[src/rtl/par_to_ser.sv]
// Purpose : N-bit parallel word to LSB-first serial stream with frame/done markers.
// Latency : din[0] appears on Dout the cycle after the load is accepted; N cycles per word.
// Backpr. : load_ready only in IDLE or on the last-bit cycle; load_valid is ignored otherwise.
//
// Ports:
//   clk        - clock, rising edge
//   asyn_clr   - asynchronous active-low clear
//   din        - parallel word, sampled on an accepted load
//   load_valid - producer has a word on din
//   load_ready - block accepts a word this cycle
//   Dout       - serial data bit (bit 0 of the shift register)
//   frame      - Dout carries a valid data bit
//   busy       - a word is held or being shifted
//   done       - last bit of the current word is on Dout
module par_to_ser #(
  parameter int N = 8
) (
  input  logic         clk,
  input  logic         asyn_clr,
  input  logic [N-1:0] din,
  input  logic         load_valid,
  output logic         load_ready,
  output logic         Dout,
  output logic         frame,
  output logic         busy,
  output logic         done
);

  localparam int             CW   = $clog2(N);
  localparam logic [CW-1:0]  LAST = CW'(N - 1);

  typedef enum logic {IDLE, SHIFT} state_t;

  state_t          state_q, state_d;
  logic [CW-1:0]   cnt_q, cnt_d;
  logic [N-1:0]    sh_q, sh_d;
  logic            last_bit;
  logic            accept;

  assign last_bit   = (state_q == SHIFT) && (cnt_q == LAST);
  assign load_ready = (state_q == IDLE) || last_bit;
  assign accept     = load_valid && load_ready;

  // The shift register is kept at zero whenever the FSM is idle, so Dout can
  // come straight from bit 0 without any extra gating.
  assign Dout  = sh_q[0];
  assign frame = (state_q == SHIFT);
  assign busy  = (state_q == SHIFT);
  assign done  = last_bit;

  always_comb begin
    state_d = state_q;
    cnt_d   = cnt_q;
    sh_d    = sh_q;
    case (state_q)
      IDLE: begin
        if (accept) begin
          state_d = SHIFT;
          cnt_d   = '0;
          sh_d    = din;
        end
      end
      SHIFT: begin
        if (accept) begin
          // Back-to-back word: reload on the last-bit cycle, frame stays high.
          cnt_d = '0;
          sh_d  = din;
        end else if (last_bit) begin
          state_d = IDLE;
          cnt_d   = '0;
          sh_d    = '0;
        end else begin
          cnt_d = cnt_q + 1'b1;
          sh_d  = {1'b0, sh_q[N-1:1]};
        end
      end
      default: begin
        state_d = IDLE;
        cnt_d   = '0;
        sh_d    = '0;
      end
    endcase
  end

  always_ff @(posedge clk or negedge asyn_clr) begin
    if (!asyn_clr) begin
      state_q <= IDLE;
      cnt_q   <= '0;
      sh_q    <= '0;
    end else begin
      state_q <= state_d;
      cnt_q   <= cnt_d;
      sh_q    <= sh_d;
    end
  end

endmodule

[config.mk]
export PLATFORM = sky130hd
export DESIGN_NAME = par_to_ser
export DESIGN_NICKNAME = d
export VERILOG_FILES = /design/src/rtl/par_to_ser.sv
export SDC_FILE = /design/constraint.sdc
export NUM_CORES = 1
export LEC_CHECK = 0
export BUFFER_PORTS_ARGS = -buffer_cell sky130_fd_sc_hd__buf_2
export CORE_MARGIN = 4
export CORE_UTILIZATION = 49
export DETAILED_ROUTE_END_ITERATION = 7
export PLACE_DENSITY = 0.72
export SETUP_SLACK_MARGIN = 0.2
export SYNTH_ARGS = -nofsm -noshare
export SYNTH_HDL_FRONTEND = slang
export SYNTH_SLANG_ARGS = --single-unit
[constraint.sdc]
create_clock -name clk -period 1.5 [get_ports clk]
set_input_delay 0.3 -clock clk [delete_from_list [all_inputs] [get_ports clk]]
set_output_delay 0.3 -clock clk [all_outputs]
set_load 0.05 [all_outputs]
# [After elaboration in Yosys (flattened, before gate mapping)]
# Index checks and enable logic that the tools add are counted.
[op_classes] add_sub_neg=1 n_eq_ne=2 muxes=12 bitwise_logic=1 n_reduce_logical=3
[ops] op="8-bit 2-to-1 mux" n=2
[ops] op="8-bit case mux with 2 select lines" n=1
[ops] op="3-bit 2-to-1 mux" n=3
[ops] op="7-bit 2-to-1 mux" n=1
[ops] op="3-bit case mux with 2 select lines" n=1
[ops] op="3-bit by 1-bit adder with 3-bit output, second input constant" n=1
[ops] op="3-bit == test, second input constant" n=1
[ops] op="1-bit 2-to-1 mux" n=3
[ops] op="1-bit logical AND" n=2
[ops] op="2-bit inequality test, second input constant" n=1
[ops] op="1-bit case mux with 2 select lines" n=1
[ops] op="1-bit logical OR" n=1
[ops] op="1-bit NOT" n=1
[totals] register_bits=12 inputBits=11 output_inout_bits=5 wordCells=22

# [Longest topological paths before layout]
# Gate-level depths: netlist of the first run.
[depth] word_depth=6 depth_mapped=5 depth_no_buf=4

# [Worst setup path after synthesis of the first run]
# Ideal clock, no wire load.
[synth_path] path_kind="register to output" start="register state_q (netlist: busy)" end="output done" arrival_ns=1.399 required_time_ns=1.200 path_slack_ns=-0.199 path_stages_with_launch=3 n_path_buf=1 cell_sequence="dfrtp_1 buf_2 and2_1"
[synth_via] elab_chain_len=1
[synth_lines] element="from (decl)" line="34" rtl="state_t state_q, state_d;"
[synth_lines] element="from (signal assigned)" line="91" rtl="state_q <= state_d;"
[synth_lines] element="1-bit logical AND" line="40" rtl="assign last_bit = (state_q == SHIFT) && (cnt_q == LAST);"
[synth_lines] element="to (decl)" line="26" rtl="output logic done"
# Every way passes these cells.

# [Worst setup path in the final report of the first run]
[layout_path] start="register cnt_q[0]" end="output load_ready"
[layout_via] elab_chain_len=3
[layout_lines] element="from (decl)" line="35" rtl="logic [CW-1:0] cnt_q, cnt_d;"
[layout_lines] element="from (signal assigned)" line="92" rtl="cnt_q <= cnt_d;"
[layout_lines] element="3-bit == test" line="40"
[layout_lines] element="1-bit logical AND" line="40"
[layout_lines] element="1-bit logical OR" line="41" rtl="assign load_ready = (state_q == IDLE) || last_bit;"
[layout_lines] element="to (decl)" line="22" rtl="output logic load_ready,"
# Every way passes these cells.

==> results of run 1 <==
## stage by stage
stage / cell area (µm²) / utilization / power, mW
after floorplan: 682 / - / 1.06
after global placement: 731 / 0.624 / 1.16
after detailed placement: 731 / 0.624 / 1.20
after CTS: 837 / 0.715 / 1.59
after global routing: 887 / 0.757 / 1.82
final: 887 / 0.757 / 1.69
## metal layers
layer | routed length, µm | GRT usage
met2 | 761 | 0.291
met3 | 67 | 0.0488
met4 | 9 | 0.0361
met5 | 0 | 0
met1 | 635 | 0.224
## tightest hold or removal path: stages
cell     delay [ns]
buf_2          0.09
nand3_1        0.07
o21ai_1        0.07
## area by class of cell
| class | count | area [µm²] |
|---|---|---|
| timing repair buffer | 24 | 166 |
| tap | 14 | 17.5 |
| fill | 86 | 284 |
| clock buffer | 4 | 36.3 |
| inverter | 8 | 30.0 |
| multi-input combinational | 34 | 335 |
| sequential | 12 | 302 |
## sequential cells by signal, indices dropped and copies added, names as in the netlist
| register | flops |
|---|---|
| busy | 1 |
| cnt_q | 3 |
| sh_q | 8 |
## cells by family after synthesis
| kind of cell | share of synthesized area |
|---|---|
| AOI/OAI and AO/OA | 0.146 |
| adders and majority gates | 0.0385 |
| buffers and inverters | 0.129 |
| DFF | 0.462 |
| muxes | 0.123 |
| and+or+nand+nor | 0.102 |
## layout by cell type (no fill, tap or decap)
cell / Yosys / layout
a22o_1: 1 / 1
a32o_1: 2 / 2
and2_4: 0 / 1
buf_2: 3 / 11
buf_4: 1 / 8
buf_6: 1 / 3
clkbuf_4: 0 / 4
clkbuf_8: 0 / 1
dfrtp_1: 12 / 11
dfrtp_2: 0 / 1
dlygate4sd3_1: 0 / 1
ha_2: 0 / 1
ha_4: 0 / 1
inv_1: 8 / 8
mux2i_1: 8 / 8
nand2b_1: 2 / 1
nand2b_4: 0 / 1
nand3_1: 8 / 8
nor2_1: 2 / 2
o21ai_1: 1 / 1
o221ai_2: 0 / 7
## how the worst max path moves through the flow
stage / cells past startpoint / to / slack (ns)
2_1_floorplan: 4 / done / 0.16
3_3_place_gp: 4 / load_ready / 0.13
3_5_place_dp: 4 / load_ready / 0.12
4_1_cts: 4 / done / -0.11
5_1_grt: 4 / load_ready / -0.16
6_report: 4 / load_ready / -0.11
## report_power, final
part           total (mW)  internal [mW]  switching (mW)
registers           0.525          0.444          0.0813
logic               0.914          0.441           0.473
clock network       0.255          0.147           0.107
## repair_timing
action / CTS / global route
gates resized for setup: 9 / 7
endpoints found under the hold margin: 12 / 0
hold buffers: 1 / 0
pin swaps: 1 / 0
setup buffers: 2 / 3
setup endpoints to repair: 11 / 13
==> summary.md, run 1 <==
| Metric | Value |
|---|---|
| Outcome | finished with violations |
| Failing checks | negative setup slack |
| Die area | 1970 µm² |
| Worst Setup Start Kind | flip-flop |
| Fin cells | 96 |
| Core box area | 1170 µm² |
| CP max stage cell | dfrtp_1 |
| Worst Hold Launch | din[7] |
| Final Worst Setup Slack | -0.114 ns |
| Beginning of the worst register-to-register path | cnt_q[1] |
| RSZ-0062 raised after global routing | yes |
| Post-synth cell types | 16 |
| Initial Util | 0.556 |
| Layout cells sized above 1 | 0.476 |
| Slew @ Worst Pin | 0.392 ns |
| Yosys warnings | 0 |
| Yosys top cell by area | dfrtp_1 |
| Crit share post-route | 1.08 |
| Count of input and output buffers | 15 |
| Ranking of synthesized cells by area | dfrtp_1 (46%), mux2i_1 (12%), o221ai_1 (9.4%) |
| Hold_ws | 0.294 ns |
| VDD IR max | 1.32 mV |
| WP data arrival | 1.31 ns |
| FF-to-FF End | cnt_q[2] |
| Synth-to-layout area growth | 36.3% |
| Crit path cell chain | ha_2, ha_4, nand2b_4, buf_6 |
| Worst-Skew Late Latency | 0.27 ns |
| Longest Clk Path Bufs | 2 |
| CTS tree | yes |
| Clock Sinks | 12 |
| Via-to-Cell Ratio | 5.65 |
| Clock-pin slew on the worst setup and hold paths | 0.08 ns |
| Core Rows | 12 |
| Post-layout min period | 1.61 ns |
| First DRT Iteration DRCs | 5 |
| Pwr Density | 1910 nW/µm² |
| TritonCTS Buffers | 3 |
| Fmax | 0.620 GHz |
| Antenna diodes | 0 |
| R2R setup slack | 0.19 ns |
| WP buf/inv | 1 |
| Reg2Reg Depth | 5 |
| Placement Setup Slack | 0.119 ns |
| Vias in the first global route | 538 |
| Hold Path End | sh_q[7] |
| DRC | 0 |
| Worst-path fanout max | 3 |
| Drt total wl | 1.48 mm |
| Hold path cells | 3 |
| Worst Skew | 0.000673 ns |
| Final setup violation count | 2 |
| Synthesized instance count | 60 |
| Slew margin rel. | 0.739 |
| TNS Setup | -0.225 ns |
| EDFF count, synth | 0 |
| Die Wd | 44.4 µm |
| Worst setup path category | flip-flop to output pin |
| First-pass GRT wire length | 2.52 mm |
| Delay-heaviest family, CP | flip-flops |
| Top post-synthesis cells by count | dfrtp_1 (12), inv_1 (8), mux2i_1 (8), nand3_1 (8), o221ai_1 (7) |
| Post-DRT Antenna Nets | 0 |
| Vias | 542 |
| Syn_area_per_cell | 10.8 µm² |
| P_leak | 0.410 nW |
| Commonest register cell after synthesis | dfrtp_1 |
| Initial antenna violation count | 0 |
| Placed cells | 86 |
| Pin count of the biggest net entering global routing | 19 |
| Die Height | 44.4 µm |
| Hold Crit Class | input pin to flip-flop |
| All-Layer GR Usage | 0.174 |
| Top-count cell post-synth | dfrtp_1 |
| Share of flip-flops with an asynchronous set or reset | 1.00 |
| #FFs+latches synth | 12 |
| Pre-antenna DRT Iters | 4 |
| Critical Path RT | 1.20 ns |
| DR WL/cell | 15.4 µm |
| Post-synth net total | 73 |
| Io pins | 16 |
| Remaining global-route overflow | 0 |
| Final Max Slew Viols | 0 |
| Worst setup path start | cnt_q[0] |
| CP endpoint kind | output pin |
| Final #Nets | 96 |
| H-tree depth | 1 |
| Sequential area share after synthesis | 0.462 |
| Syn Std Cell Area | 651 µm² |
| Synth top area share | 0.462 |
| CTS Root Cell | clkbuf_4 |
| RD Place Congestion | 0.720 |
| Crit-path max cell delay | 0.39 ns |
| Final Hold Viols | 0 |
| Detailed placement HPWL | 946 µm |
| Max_cap viols | 0 |
Power figures use the tool's default switching activity.
==> inputs of run 2 (changes only) <==
--- a/config.mk
+++ b/config.mk
@@ -7,9 +7,9 @@
 export LEC_CHECK = 0
 export BUFFER_PORTS_ARGS = -buffer_cell sky130_fd_sc_hd__buf_2
 export CORE_MARGIN = 4
-export CORE_UTILIZATION = 49
+export CORE_UTILIZATION = 45
 export DETAILED_ROUTE_END_ITERATION = 7
-export PLACE_DENSITY = 0.72
+export PLACE_DENSITY = 0.67
 export SETUP_SLACK_MARGIN = 0.2
 export SYNTH_ARGS = -nofsm -noshare
 export SYNTH_HDL_FRONTEND = slang
==> summary.md, run 2 (synthesis gave the netlist of run 1 again) <==
| Metric | Value |
|---|---|
| Outcome | finished with violations |
| Failing checks | negative setup slack |
| Max reg flops | 8 |
| Die area | 2120 µm² |
| Beginning of the worst register-to-register path | cnt_q[0] |
| CTS Root Cell | clkbuf_4 |
| Post-layout min period | 1.63 ns |
| Post-DRT Antenna Nets | 0 |
| Slew @ Worst Pin | 0.466 ns |
| Crit share post-route | 1.09 |
| Slew margin rel. | 0.689 |
| Initial Util | 0.488 |
| Max_cap viols | 0 |
| H-tree depth | 1 |
| Commonest cells after routing, fill and taps aside | dfrtp_1 (11), buf_2 (11), mux2i_1 (8) |
| Longest Clk Path Bufs | 2 |
| Crit-path max cell delay | 0.39 ns |
| Vias | 548 |
| Core box area | 1330 µm² |
| Final Worst Setup Slack | -0.132 ns |
| Multi-input gate area | 377 µm² |
| Fin cells | 98 |
| Final Hold Viols | 0 |
| Final #Nets | 97 |
| Layout cells sized above 1 | 0.602 |
| Worst-Skew Late Latency | 0.27 ns |
| Synth-to-layout area growth | 46.3% |
| Clock Sinks | 12 |
| Vias in the first global route | 552 |
| Worst-path fanout max | 4 |
| Final Max Slew Viols | 0 |
| P_leak | 0.425 nW |
| Critical Path RT | 1.20 ns |
| Pre-antenna DRT Iters | 4 |
| TritonCTS Buffers | 3 |
| First DRT Iteration DRCs | 12 |
| Fin area | 952 µm² |
| Worst setup path start | cnt_q[0] |
| CP endpoint kind | output pin |
| Remaining global-route overflow | 0 |
| Hold Crit Class | input pin to flip-flop |
| CTS tree | yes |
| Antenna diodes | 0 |
| TNS Setup | -0.259 ns |
| Worst Hold Launch | din[2] |
| Crit path cell chain | ha_2, ha_4, and2_4, buf_8 |
| CP max stage cell | dfrtp_1 |
| Delay-heaviest family, CP | flip-flops |
| Number of fillers in the final layout | 89 |
| DR WL/cell | 16.0 µm |
| RD Place Congestion | 0.671 |
| Worst Skew | 0.00581 ns |
| Pwr Density | 1820 nW/µm² |
| Detailed placement HPWL | 977 µm |
| Drt total wl | 1.57 mm |
| Via-to-Cell Ratio | 5.59 |
| Fmax | 0.613 GHz |
| RSZ-0062 raised after global routing | yes |
| Io pins | 16 |
| Tot Pwr | 1.73 mW |
| Core Rows | 13 |
| Placed cells | 87 |
| Clock-pin slew on the worst setup and hold paths | 0.08 ns |
| Storage cell area | 302 µm² |
| Count of input and output buffers | 15 |
| Die Wd | 46.0 µm |
| First-pass GRT wire length | 2.50 mm |
| Worst setup path category | flip-flop to output pin |
| All-Layer GR Usage | 0.166 |
| Hold_ws | 0.287 ns |
| Final setup violation count | 2 |
| DRC | 0 |
| Worst Setup Start Kind | flip-flop |
| Pin count of the biggest net entering global routing | 19 |
| Die Height | 46.0 µm |
| Placed instance area | 732 µm² |
| WP buf/inv | 1 |
| Most flop-heavy register | sh_q |
| WP data arrival | 1.33 ns |
| VDD IR max | 1.06 mV |
| Initial antenna violation count | 0 |
[run 2: cell types whose count changed in the layout (fill, tap and decap cells not counted)]
cell and delta:
clkbuf_4 -1, inv_1 -1, buf_8 +1, nor2_1 -1, nor2_2 +1, o21ai_2 +1, inv_2 +1, o21ai_1 -1
buf_4 -1, nand3_1 -7, nand3_2 +7, buf_6 +2
[run 2: where the power goes]
group          switching, mW  internal, mW  leakage, nW
registers             0.0858         0.444        0.153
clock network          0.112         0.147       0.0210
logic                  0.484         0.457        0.251
total                  0.682          1.05        0.425
[run 2: worst register-to-register path, cell delays in order, from the launching register on]
cell	delay, ns
dfrtp_1	0.36
ha_2	0.19
ha_4	0.15
buf_4	0.11
buf_6	0.09
buf_6	0.12
inv_2	0.04
a32o_1	0.23
[run 2: final cells by class]
class	instances	share of cell area
Tap cell	15	0.0197
Timing Repair Buffer	25	0.198
Sequential cell	12	0.317
Multi-Input combinational cell	34	0.396
Inverter	8	0.0315
Clock buffer	4	0.0381
[run 2: path summary, 6_finish.rpt]
kind                             to  slack, ns  cells past startpoint
min in group asynchronous  cnt_q[2]       0.44                      2
setup reg to reg           cnt_q[2]       0.09                      7
hold / removal              sh_q[2]       0.29                      3
setup / recovery               done      -0.13                      4
max in group asynchronous      busy       0.82                      2
hold reg to reg            cnt_q[1]       0.51                      1
[run 2: what timing repair did]
item	CTS	global route
hold endpoints to repair	12	0
gates resized for setup	12	19
hold buffers	1	0
endpoints found under the setup margin	10	15
pin swaps	2	3
buffers inserted	2	4
[run 2: metrics by stage]
step | utilization | setup slack [ns]
global placement | 0.549 | 0.108
finish | 0.714 | -0.132
CTS | 0.638 | -0.152
detailed placement | 0.549 | 0.0889
global route | 0.714 | -0.171
floorplan | - | 0.162
[run 2: per-layer routing]
layer,share of wire,vias to the layer above,track usage
li1,-,265,-
met1,0.40,266,0.202
met2,0.53,15,0.286
met3,0.050,2,0.0277
met4,0.0089,0,0.0682
met5,0,-,0
